<file path="config.mk">
export PLATFORM = sky130hd
export DESIGN_NAME = mem_addr_unit
export DESIGN_NICKNAME = d
export VERILOG_FILES = /design/src/rtl/mem_pkg.sv /design/src/rtl/mem_addr_unit_bp_unit.sv /design/src/rtl/mem_addr_unit.sv
export SDC_FILE = /design/constraint.sdc
export NUM_CORES = 1
export LEC_CHECK = 0
export ABC_AREA = 1
export CORE_AREA = 4 4 124 138
export CTS_BUF_LIST = sky130_fd_sc_hd__clkbuf_4 sky130_fd_sc_hd__clkbuf_8 sky130_fd_sc_hd__clkbuf_16
export DETAILED_ROUTE_END_ITERATION = 10
export DIE_AREA = 0 0 128 142
export GPL_TIMING_DRIVEN = 0
export PLACE_DENSITY = 0.85
export SLEW_MARGIN = 20
export SYNTH_ARGS = -nofsm -noshare
export SYNTH_HDL_FRONTEND = slang
export SYNTH_SLANG_ARGS = --single-unit
</file>
<file path="constraint.sdc">
create_clock -name i_clk -period 7.6 [get_ports i_clk]
set_input_delay 1.52 -clock i_clk [delete_from_list [all_inputs] [get_ports i_clk]]
set_output_delay 1.52 -clock i_clk [all_outputs]
set_load 0.02 [all_outputs]
</file>
<file path="src/rtl/mem_pkg.sv">
// Shared types and defaults for the memory/addressing unit.
package mem_pkg;
  localparam logic [7:0] STACK_PAGE_DEF = 8'hFF;
  localparam logic [7:0] IO_PAGE_DEF = 8'hFE;
  localparam int BP_AW = 16;

  typedef enum logic [1:0] {
    SRC_NONE,
    SRC_RAM,
    SRC_IMM,
    SRC_PC
  } busSrc_t;

  typedef struct packed {
    logic en;
    logic [BP_AW-1:0] addr;
  } bpEntry_t;
endpackage

</file>
<file path="src/rtl/mem_addr_unit_bp_unit.sv">
// Breakpoint register file with registered, sticky
// lowest-index hit detection.
module bp_unit
  import mem_pkg::*;
#(
  parameter int PC_W = 16,
  parameter int NUM_BP = 4
) (
  input  logic            i_clk,
  input  logic            i_reset,
  input  logic [PC_W-1:0] i_pc,
  input  logic            i_bpWrite,
  input  logic [2:0]      i_bpIndex,
  input  logic [PC_W-1:0] i_bpAddr,
  input  logic            i_bpEnable,
  input  logic            i_bpClear,
  output logic            o_bpHit,
  output logic [2:0]      o_bpHitIndex
);
  bpEntry_t entries [NUM_BP];
  logic anyMatch;
  logic [2:0] lowIdx;

  always_comb begin
    anyMatch = 1'b0;
    lowIdx = '0;
    for (int i = NUM_BP - 1; i >= 0; i--) begin
      if (entries[i].en &&
          entries[i].addr == BP_AW'(i_pc)) begin
        anyMatch = 1'b1;
        lowIdx = 3'(i);
      end
    end
  end

  // Out-of-range indices match no slot and are dropped.
  always_ff @(posedge i_clk or posedge i_reset) begin
    if (i_reset) begin
      for (int i = 0; i < NUM_BP; i++) begin
        entries[i] <= '0;
      end
    end else if (i_bpWrite) begin
      for (int i = 0; i < NUM_BP; i++) begin
        if (i_bpIndex == 3'(i)) begin
          entries[i].en <= i_bpEnable;
          entries[i].addr <= BP_AW'(i_bpAddr);
        end
      end
    end
  end

  always_ff @(posedge i_clk or posedge i_reset) begin
    if (i_reset) begin
      o_bpHit <= 1'b0;
      o_bpHitIndex <= '0;
    end else if (anyMatch) begin
      o_bpHit <= 1'b1;
      if (!o_bpHit) o_bpHitIndex <= lowIdx;
    end else if (i_bpClear) begin
      o_bpHit <= 1'b0;
      o_bpHitIndex <= '0;
    end
  end
endmodule

</file>
<file path="src/rtl/mem_addr_unit.sv">
// CPU memory/addressing block: PC, SP, MAR, instruction
// register, address generation and bus arbitration.
module mem_addr_unit
  import mem_pkg::*;
#(
  parameter int DATA_W = 8,
  parameter int PC_W = 16,
  parameter int ROM_AW = 15,
  parameter int SP_W = 8,
  parameter int NUM_BP = 4,
  parameter logic [7:0] STACK_PAGE = STACK_PAGE_DEF,
  parameter logic [7:0] IO_PAGE = IO_PAGE_DEF
) (
  input  logic              i_clk,
  input  logic              i_reset,
  input  logic [DATA_W-1:0] i_bus,
  output logic [DATA_W-1:0] o_bus,
  output logic              o_busEn,
  output logic              o_busConflict,
  input  logic              i_ctrlPCNEn,
  input  logic              i_ctrlPCLoadN,
  input  logic              i_ctrlPCFromImm,
  input  logic              i_ctrlMemPCToRamN,
  input  logic              i_ctrlSpNEn,
  input  logic              i_ctrlSpUp,
  input  logic              i_ctrlInstrNWE,
  input  logic              i_ctrlInstrNOE,
  input  logic              i_ctrlRamNOE,
  input  logic              i_ctrlRamNWE,
  input  logic              i_ctrlMemMar0NWE,
  input  logic              i_ctrlMemMar1NWE,
  input  logic              i_ctrlMarInc,
  input  logic              i_ctrlMemInstrImmToRamAddr,
  output logic [7:0]        o_instrCode,
  output logic [ROM_AW-1:0] o_romAddress,
  input  logic [23:0]       i_romData,
  output logic [PC_W:0]     o_ramAddress,
  input  logic [DATA_W-1:0] i_ramData,
  input  logic [DATA_W-1:0] i_ram2Data,
  output logic [DATA_W-1:0] o_ramData,
  output logic [DATA_W-1:0] o_ram2Data,
  output logic              o_ramWE,
  output logic              o_ramCE,
  output logic              o_ioSelect,
  output logic              o_ioNOE,
  output logic              o_ioNWE,
  output logic [7:0]        o_ioAddress,
  input  logic              i_bpWrite,
  input  logic [2:0]        i_bpIndex,
  input  logic [PC_W-1:0]   i_bpAddr,
  input  logic              i_bpEnable,
  input  logic              i_bpClear,
  input  logic              i_flagClear,
  output logic              o_bpHit,
  output logic [2:0]        o_bpHitIndex,
  output logic              o_spOverflow,
  output logic              o_spUnderflow
);
  logic [PC_W-1:0] pc;
  logic [PC_W-1:0] mar;
  logic [PC_W-1:0] instrImm;
  logic [SP_W-1:0] sp;
  logic [PC_W-1:0] srcAddr;
  logic [DATA_W-1:0] sel;
  logic spOvf;
  logic spUnf;
  logic ramEn;
  logic immEn;
  logic pcEn;
  busSrc_t busSrc;

  always_ff @(posedge i_clk or posedge i_reset) begin
    if (i_reset) begin
      pc <= '0;
    end else if (!i_ctrlPCNEn) begin
      if (i_ctrlPCLoadN) pc <= pc + PC_W'(1);
      else if (i_ctrlPCFromImm) pc <= instrImm;
      else pc <= {i_ram2Data, i_bus};
    end
  end

  always_ff @(posedge i_clk or posedge i_reset) begin
    if (i_reset) begin
      o_instrCode <= '0;
      instrImm <= '0;
    end else if (!i_ctrlInstrNWE) begin
      o_instrCode <= i_romData[23:16];
      instrImm <= i_romData[PC_W-1:0];
    end
  end

  // A byte write in the same cycle takes precedence over increment.
  always_ff @(posedge i_clk or posedge i_reset) begin
    if (i_reset) begin
      mar <= '0;
    end else if (!i_ctrlMemMar0NWE || !i_ctrlMemMar1NWE) begin
      if (!i_ctrlMemMar0NWE) mar[DATA_W-1:0] <= i_bus;
      if (!i_ctrlMemMar1NWE) mar[PC_W-1:DATA_W] <= i_bus;
    end else if (i_ctrlMarInc) begin
      mar <= mar + PC_W'(1);
    end
  end

  assign spOvf = !i_ctrlSpNEn && i_ctrlSpUp && (sp == '1);
  assign spUnf = !i_ctrlSpNEn && !i_ctrlSpUp && (sp == '0);

  always_ff @(posedge i_clk or posedge i_reset) begin
    if (i_reset) begin
      sp <= '0;
      o_spOverflow <= 1'b0;
      o_spUnderflow <= 1'b0;
    end else begin
      if (!i_ctrlSpNEn) begin
        sp <= i_ctrlSpUp ? sp + SP_W'(1) : sp - SP_W'(1);
      end
      if (spOvf) o_spOverflow <= 1'b1;
      else if (i_flagClear) o_spOverflow <= 1'b0;
      if (spUnf) o_spUnderflow <= 1'b1;
      else if (i_flagClear) o_spUnderflow <= 1'b0;
    end
  end

  assign srcAddr = i_ctrlMemInstrImmToRamAddr ? instrImm : mar;
  assign sel = srcAddr[PC_W-1:DATA_W];

  always_comb begin
    o_ramAddress = {1'b0, srcAddr};
    if (sel == STACK_PAGE) begin
      o_ramAddress = {1'b1, sp, srcAddr[DATA_W-1:0]};
    end
  end

  assign o_ioSelect = (sel == IO_PAGE);
  assign o_ramCE = ~o_ioSelect;
  assign o_ioAddress = o_ramAddress[7:0];
  assign o_ramWE = ~i_ctrlRamNWE;
  assign o_ioNOE = i_ctrlRamNOE;
  assign o_ioNWE = i_ctrlRamNWE;
  assign o_romAddress = pc[ROM_AW-1:0];

  assign ramEn = ~i_ctrlRamNOE;
  assign immEn = ~i_ctrlInstrNOE;
  assign pcEn = ~i_ctrlMemPCToRamN;

  always_comb begin
    busSrc = SRC_NONE;
    if (ramEn) busSrc = SRC_RAM;
    else if (immEn) busSrc = SRC_IMM;
    else if (pcEn) busSrc = SRC_PC;
  end

  always_comb begin
    o_bus = '0;
    unique case (busSrc)
      SRC_RAM: o_bus = i_ramData;
      SRC_IMM: o_bus = instrImm[DATA_W-1:0];
      SRC_PC:  o_bus = pc[DATA_W-1:0];
      default: o_bus = '0;
    endcase
  end

  assign o_busEn = (busSrc != SRC_NONE);
  assign o_busConflict = (ramEn & immEn) | (ramEn & pcEn) |
                         (immEn & pcEn);
  assign o_ramData = pcEn ? pc[DATA_W-1:0] : i_bus;
  assign o_ram2Data = pcEn ? pc[PC_W-1:DATA_W] : '0;

  bp_unit #(
    .PC_W(PC_W),
    .NUM_BP(NUM_BP)
  ) uBp (
    .i_clk(i_clk),
    .i_reset(i_reset),
    .i_pc(pc),
    .i_bpWrite(i_bpWrite),
    .i_bpIndex(i_bpIndex),
    .i_bpAddr(i_bpAddr),
    .i_bpEnable(i_bpEnable),
    .i_bpClear(i_bpClear),
    .o_bpHit(o_bpHit),
    .o_bpHitIndex(o_bpHitIndex)
  );
endmodule
</file>
== After elaboration in Yosys (flattened, before gate mapping) ==
Index checks and enable logic that the tools add are counted.

* Flip-flop bits (word level): 138
* Input bits: 87
* Word-level logic and storage cells: 106
* Output and inout port bits: 85

* Eq/ne operators: 16
* Bitwise gates (word level): 10
* Reduce and logical (&&, ||, !) cells: 27
* $add $sub $neg: 4
* Mux-type cells: 31

{| class="wikitable"
|+ Operators by type and width
! operator !! number
|-
| $mux 16 || 5
|-
| $eq 16x16->1 || 4
|-
| $mux 8 || 5
|-
| $add 16x1->16 const B || 2
|-
| $eq 8x8->1 const B || 3
|-
| $pmux 8 s3 || 1
|-
| $mux 17 || 1
|-
| $mux 2 || 7
|-
| $reduce_and 2->1 || 7
|-
| $reduce_bool 2->1 || 5
|-
| $mux 1 || 9
|-
| $mux 3 || 3
|-
| $add 8x1->8 const B || 1
|-
| $logic_and 1x1->1 || 8
|-
| $logic_not 8->1 || 1
|-
| $sub 8x1->8 const B || 1
|-
| $eq 3x2->1 const B || 2
|-
| $ne 2x2->1 const B || 3
|-
| $not 1->1 || 5
|-
| $eq 2x2->1 const B || 2
|-
| $logic_not 1->1 || 4
|-
| $and 1x1->1 || 3
|-
| $eq 3x1->1 const B || 1
|-
| $logic_not 3->1 || 1
|-
| 3 further kinds || 4
|}

== Longest topological paths before layout ==
Gate-level depths: netlist (run 1).

* Depth in word-level cells: 8
* Mapped depth: 13
* Depth with buffers taken out: 12

== By module ==
A second synthesis (run 1) with hierarchy kept.

* Cells, all modules: 1363
* Area total of the unflattened synthesis: 8979.9 sq um

{| class="wikitable"
|+ Modules (own cells, without submodules)
! module !! cells an instance !! instances !! area each (sq um)
|-
| mem_addr_unit || 697 || 1 || 4710.8
|-
| bp_unit || 666 || 1 || 4269.1
|}

== Worst setup path after synthesis (run 1) ==
No wires, ideal clock.

* Path kind: input port to output port
* From: input i_ctrlMemInstrImmToRamAddr
* To: output o_ramAddress[5]
* Buffers on the path: 3
* Arrival: 2674 ps
* Setup slack: 3406 ps
* Required time: 6080 ps
* Stages: 4
* Path through: buf_2 clkbuf_1 o21ai_0 buf_4

* Longest elaborated chain between the ends: 2

{| class="wikitable"
|+ RTL lines
! what !! line !! RTL
|-
| start: declaration || mem_addr_unit.sv:33 || <nowiki>input logic i_ctrlMemInstrImmToRamAddr,</nowiki>
|-
| $mux 16 || mem_addr_unit.sv:123 || <nowiki>assign srcAddr = i_ctrlMemInstrImmToRamAddr ? instrImm : mar;</nowiki>
|-
| $mux 17 || mem_addr_unit.sv:128 || <nowiki>if (sel == STACK_PAGE) begin</nowiki>
|-
| end: declaration || mem_addr_unit.sv:37 || <nowiki>output logic [PC_W:0] o_ramAddress,</nowiki>
|}

No other way between the ends.

== Worst setup path in the final report (run 1) ==
* From: input i_ctrlRamNOE
* To: output o_bus[2]

* Longest elaborated chain between the ends: 3
* Elaborated cells on any way between the ends: 5
* Those cells by class: 3 x eq/ne; 2 x mux

{| class="wikitable"
|+ RTL lines
! what !! line !! RTL
|-
| start: declaration || mem_addr_unit.sv:28 || <nowiki>input logic i_ctrlRamNOE,</nowiki>
|-
| $mux 2 * || mem_addr_unit.sv:147 || <nowiki>if (ramEn) busSrc = SRC_RAM;</nowiki>
|-
| $eq 2x2->1 / $eq 2x1->1 (equally long branches) || mem_addr_unit.sv:154 || <nowiki>unique case (busSrc)</nowiki>
|-
| $pmux 8 s3 * || mem_addr_unit.sv:154 ||
|-
| end: declaration || mem_addr_unit.sv:17 || <nowiki>output logic [DATA_W-1:0] o_bus,</nowiki>
|}

Every way passes the cells marked *; elsewhere a longest branch is shown, timed or not.

==> results of run 1 <==
critical path: cells and delay by family:
kind            cells  cell delay [ps]
buf+inv             4             1650
simple gates        1              510
compound gates      1              220
flip-flops by register name, summed over array words and instances (netlist names):
register	flops
instrImm	16
mar	16
o_instrCode	8
o_spOverflow	1
o_spUnderflow	1
pc	16
sp	8
uBp.entries	68
uBp.o_bpHit	1
uBp.o_bpHitIndex	2
worst min path at each step:
stage          depth (start not counted)  slack (ps)               to
3_5_place_dp                           2         480  uBp.entries[17]
5_1_grt                                1         520   o_instrCode[6]
6_report                               2         500  uBp.entries[17]
2_1_floorplan                          2         450  uBp.entries[17]
3_3_place_gp                           2         470  uBp.entries[17]
4_1_cts                                2         500  uBp.entries[17]
cell families (layout without fill, tap and decap cells):
logic type               Yosys count  in the layout  synth area share [%]
other                              1              1                0.0426
multiplexers                      17             17                  2.16
flip-flops                       137            137                  39.0
XOR/XNOR                          20             20                  1.99
AO/OA/AOI/OAI                    236            236                  14.2
adder cells (fa/ha/maj)            9              9                  1.36
buffers and inverters            248            447                  12.1
AND/OR/NAND/NOR                  635            635                  29.2
stage by stage:
step	instances	utilization, %	total power [mW]	hold WS [ps]
floorplan	1303	-	1.57	453
global placement	1669	68.6	1.89	470
detailed placement	1670	68.8	1.92	482
CTS	1702	72.8	2.83	497
global route	1702	72.8	2.99	523
finish	1702	72.8	2.84	499
area by class of cell:
type | instances | area (sq um) | share of cell area [%]
Tap cell | 200 | 250 | 2.20
Timing Repair Buffer | 167 | 1690 | 14.8
Clock buffer | 18 | 433 | 3.81
Multi-Input combinational cell | 918 | 4310 | 37.9
Sequential cell | 137 | 3430 | 30.1
Inverter | 175 | 664 | 5.84
Clock inverter | 14 | 194 | 1.70
Buffer | 73 | 405 | 3.56
Yosys cell counts, types with 2 or more instances:
cell type,count,area [sq um]
a21oi_1,60,300
a22oi_1,2,15.0
a31oi_1,12,75.1
buf_2,12,60.1
buf_4,31,233
clkbuf_1,30,113
dfrtp_1,137,3430
ha_1,8,100
inv_1,161,604
inv_2,13,48.8
mux2_2,16,180
nand2_1,422,1580
nand2_2,2,12.5
nand3_1,45,225
nand3b_1,6,45.0
nand4_1,11,68.8
nor2_1,124,465
nor2_2,2,12.5
nor3_1,7,35.0
nor3b_1,2,15.0
nor4_1,6,37.5
o211ai_1,12,90.1
o21ai_0,140,701
o21ai_1,4,20.0
o221ai_1,2,17.5
o22ai_1,2,12.5
or2_2,2,12.5
xnor2_1,7,61.3
xor2_1,13,114
per-layer routing:
| layer | track usage, % | vias to the layer above | part of all wire (%) |
|---|---|---|---|
| met5 | 0 | - | 0 |
| met4 | 10.5 | 0 | 2.6 |
| met3 | 6.57 | 69 | 11 |
| met2 | 54.1 | 574 | 45 |
| met1 | 47.3 | 4396 | 41 |
| li1 | - | 4488 | - |
power by group through the flow:
stage	clock network [mW]	logic, mW	registers (mW)
after floorplan	0	0.612	0.957
after global placement	0	0.900	0.989
after detailed placement	0	0.925	0.992
after CTS	0.911	0.934	0.983
after global routing	0.936	1.05	1.00
final	0.906	0.947	0.990
==> flow_summary.ini, run 1 <==
[job]
drv_cap = 0

[cells_and_area]
final_common_cell = nand2_1
area_growth_pct = 29.2
final_cell_mix = nand2_1 (422), clkdlybuf4s50_1 (166), inv_1 (160), o21ai_0 (140), dfrtp_1 (137)
drive_gt1_share_pct = 7.66
final_nets = 1585
finalInstanceArea_sq_um = 11400
fill_cells = 1294
num_antenna_cells = 0

[critical_path]
critPathMaxFanout = 9
required_ps = 6080
critPathLaunch = i_ctrlRamNOE
worstRegToRegCells = 8
endpoint = o_bus[2]
r2r-start = pc[1]
endpoint_kind = output pin
cp_common_cell = clkdlybuf4s50_1
crit_chain = clkdlybuf4s50_1, clkinv_1, nor2_1, inv_1, o221ai_1, clkdlybuf4s50_1
max_stage_delay_ps = 670
worstPathArrival_ps = 3910
cp-start-kind = input port
crit_path_top_delay_cell = clkdlybuf4s50_1
r2r_setup_slack_ps = 5540
worstSetupPathType = in -> out
r2r_end = pc[12]

[yosys]
ys_seq_elements = 137
synth_ff_type = dfrtp_1
async_flop_share_pct = 100
syn_inst = 1303
synth_nets = 1399
ys_warn_count = 0
synth-edff-count = 0
ys_types = 41
synth.cell_area_sq_um = 8800
syn-mean-instance-area_sq_um = 6.75
ys_seq_area_share_pct = 39.0

[floorplanning]
rows = 48
core-area_sq_um = 15600
die_height_microns = 142
io-pin-count = 172
start_util_pct = 56.4
fp.dieW_microns = 128
dieArea_sq_um = 18200

[routing]
drt-total-wl_microns = 30600
drtAntennaViolNets = 0
viasPerCell = 5.60
wl_per_cell_microns = 18.0
drt-pass1-iter-count = 7
dr.first_iter.drc_count = 1066
vias = 9527
drt_drc_violations_left = 0

[power]
power_switching_share_pct = 37.1
seqPwrFrac_pct = 34.8
clock_power_share_pct = 31.9
peakVddDrop_mv = 0.182
comb_power_share_pct = 33.3
cellPowerDensity_nw_per_um2 = 250
leakage_nw = 5.66
internal_power_mw = 1.79
p_switching_mw = 1.06

[cts]
clk_pin_slew_ps = 60
cts_tree = done
htree_levels = 4
clock_path_buffers = 2
clk-insertion-delay-late_ps = 440
hold_buffers = 0
cts_made_buffers = 17
root_buffer = clkbuf_16
cts_sinks = 137
cts_resized = 0
postCtsSetupBuffers = 0

[global_route]
grt_pass1_vias = 9028
antenna_found_initial = 0
grt_pass1_wl_microns = 48200
grt_max_degree = 79
grt-ovfl-total = 0
grtUsageTotal_pct = 34.0

[worst_hold_path]
hold_class = reg -> reg
min_from = uBp.entries[17]

[placed_design]
portBuffers = 166
place_area_sq_um = 10700
dp_hpwl_microns = 22800
place_congestion = 0.967
dp_slack_ps = 2270

[sta]
finalCritPeriodShare_pct = 71.4
setup_viol = 0
max_slew_margin_pct = 56.6
hold_violations = 0
fin_ws_ps = 2170
tns_ps = 0
rsz0062_at_grt = false
drv_slew = 0
worst_pin_slew_ps = 652
fin_crit_ps = 5430
fmax_mhz = 184
clock_skew_ps = 8.91

[outcome]
status = finished clean
Note: power is estimated with default switching activity, not from simulation.
==> run 2, diff against run 1 <==
CORE_AREA = 4 4 135 150   (was 4 4 124 138)
DIE_AREA = 0 0 139 154   (was 0 0 128 142)
PLACE_DENSITY = 0.76   (was 0.85)
clock period = 4.4 ns   (was 7.6 ns; I/O delays follow)
==> run 2 against run 1 <==
  * Flip-flop and latch count stayed put
  * Non-clock buffer count is 3 higher
  * Critical path depth is 2 higher
  * Sequential share of layout area is 0.15 points lower
  * Utilization is 12 points lower
  * Power is 66% higher
  * Clock power is 56% higher
  * Critical path type unchanged
  * Largest power group unchanged
  * Highest routed layer unchanged
==> flow_summary.ini, run 2 (same netlist as run 1, synthesis figures left out) <==
[outcome]
status = finished clean

[sta]
rsz0062_at_grt = false
finalCritPeriodShare_pct = 92.3
clock_skew_ps = 8.88
fmax_mhz = 246
setup_viol = 0
fin_crit_ps = 4060
drv_slew = 0
tns_ps = 0
max_slew_margin_pct = 56.1
worst_pin_slew_ps = 659
hold_violations = 0

[critical_path]
worstPathArrival_ps = 3180
crit_buf_inv = 4
critPathMaxFanout = 10
cp_top_family = buffers and inverters
worstSetupPathType = in -> out
endpoint_kind = output pin
max_stage_delay_ps = 640
required_ps = 3520
cp-start-kind = input port
crit_chain = clkdlybuf4s50_1, buf_2, nor2_1, a21oi_1, and3b_1, buf_2, a21oi_1, clkdlybuf4s50_1
crit_path_top_delay_cell = clkdlybuf4s50_1

[cts]
htree_levels = 4
cts_made_buffers = 17
hold_buffers = 0
cts_tree = done
clk_pin_slew_ps = 60
root_buffer = clkbuf_16
postCtsSetupBuffers = 0
clk-insertion-delay-late_ps = 430
clock_path_buffers = 2
cts_resized = 0
cts_sinks = 137

[cells_and_area]
area_growth_pct = 29.9
fill_cells = 1769
utilization_pct = 60.7
largest_reg_flops = 68
final_nets = 1588
final_common_cell = nand2_1
drive_gt1_share_pct = 7.84
final_cell_mix = nand2_1 (422), clkdlybuf4s50_1 (166), inv_1 (160), o21ai_0 (140), dfrtp_1 (137)
num_antenna_cells = 0
regMostFlops = uBp.entries

[routing]
wl_per_cell_microns = 16.9
drt-pass1-iter-count = 6
viasPerCell = 5.24
drtAntennaViolNets = 0
drt-total-wl_microns = 29600
vias = 9188
drt_drc_violations_left = 0
dr.first_iter.drc_count = 1022

[floorplanning]
io-pin-count = 172
fp.dieW_microns = 139
die_height_microns = 154
rows = 53
start_util_pct = 46.7
dieArea_sq_um = 21400
core-area_sq_um = 18800

[power]
internal_power_mw = 2.97
clock_power_share_pct = 29.7
cellPowerDensity_nw_per_um2 = 414
p_switching_mw = 1.76
seqPwrFrac_pct = 35.9
power_switching_share_pct = 37.3
comb_power_share_pct = 34.4
peakVddDrop_mv = 0.313
leakage_nw = 5.66

[global_route]
grt_max_degree = 33
grtUsageTotal_pct = 27.8
grt_pass1_vias = 8744
grt-ovfl-total = 0
grt_pass1_wl_microns = 47200
antenna_found_initial = 0

[placed_design]
place_congestion = 0.985
portBuffers = 166
dp_hpwl_microns = 23200

[job]
drv_cap = 0

[worst_hold_path]
hold_class = reg -> reg
==> run 2: changes by cell type in the layout (fill, tap and decap cells not counted), sizes merged <==
cell and change:
bufinv -3, inv -4, clkinvlp +2, clkbuf +3
buf +3, clkinv +2
==> run 2: path summary, 6_finish.rpt <==
check                                           startpoint          endpoint  slack (ps)  cells after the start
worst min-delay path                       uBp.entries[17]   uBp.entries[17]         490                      2
worst max register to register                       pc[0]            pc[12]        2290                      8
worst min register to register             uBp.entries[17]   uBp.entries[17]         490                      2
worst max-delay path            i_ctrlMemInstrImmToRamAddr  o_ramAddress[11]         340                      8
min in group asynchronous                          i_reset             sp[3]         850                      2
max in group asynchronous                          i_reset    o_instrCode[7]        2550                      5
==> run 2: layout make-up <==
type                       count  area (sq um)  share of cell area, %
multi-input combinational    918          4310                   37.7
sequential                   137          3430                   30.0
timing repair buffer         170          1740                   15.2
inverter                     175           661                   5.78
clock buffer                  21           480                   4.20
buffer                        73           405                   3.55
tap                          247           309                   2.70
clock inverter                11          95.1                  0.832
==> run 2: power by group through the flow <==
stage | sequential [mW] | combinational, mW | clock, mW
6_report | 1.70 | 1.63 | 1.41
2_1_floorplan | 1.65 | 1.06 | 0
3_5_place_dp | 1.71 | 1.60 | 0
4_1_cts | 1.69 | 1.61 | 1.42
3_3_place_gp | 1.70 | 1.57 | 0
5_1_grt | 1.73 | 1.82 | 1.47
==> run 2: through the flow <==
stage          worst slack [ps]  hold slack (ps)  area [sq um]  power (mW)  instances
3_5_place_dp                364              475         10900        3.31       1720
4_1_cts                     366              490         11400        4.72       1752
6_report                    337              490         11400        4.73       1752
5_1_grt                     157              525         11400        5.02       1752
2_1_floorplan              1490              453          8800        2.71       1303
3_3_place_gp                400              468         10800        3.27       1716
==> run 2: worst reg2reg max path: stages, from the launching register on <==
cell and delay [ps]:
dfrtp_1 590, ha_1 260, nand3_1 140, nor3_2 310, nand3_1 200, nor2_1 170
xor2_1 180, nand2_1 70, a31oi_1 120
==> run 2: per-layer routing <==
| metal | wire length (microns) | track usage, % |
|---|---|---|
| met5 | 0 | 0 |
| met4 | 690 | 8.34 |
| met3 | 2620 | 5.32 |
| met2 | 13300 | 43.7 |
| met1 | 13100 | 39.3 |
==> run 3, diff against run 2 <==
GPL_ROUTABILITY_DRIVEN = 1   (was unset)
==> results of run 3 <==
No change in the layout: final DEF, timing and power equal those of run 2.
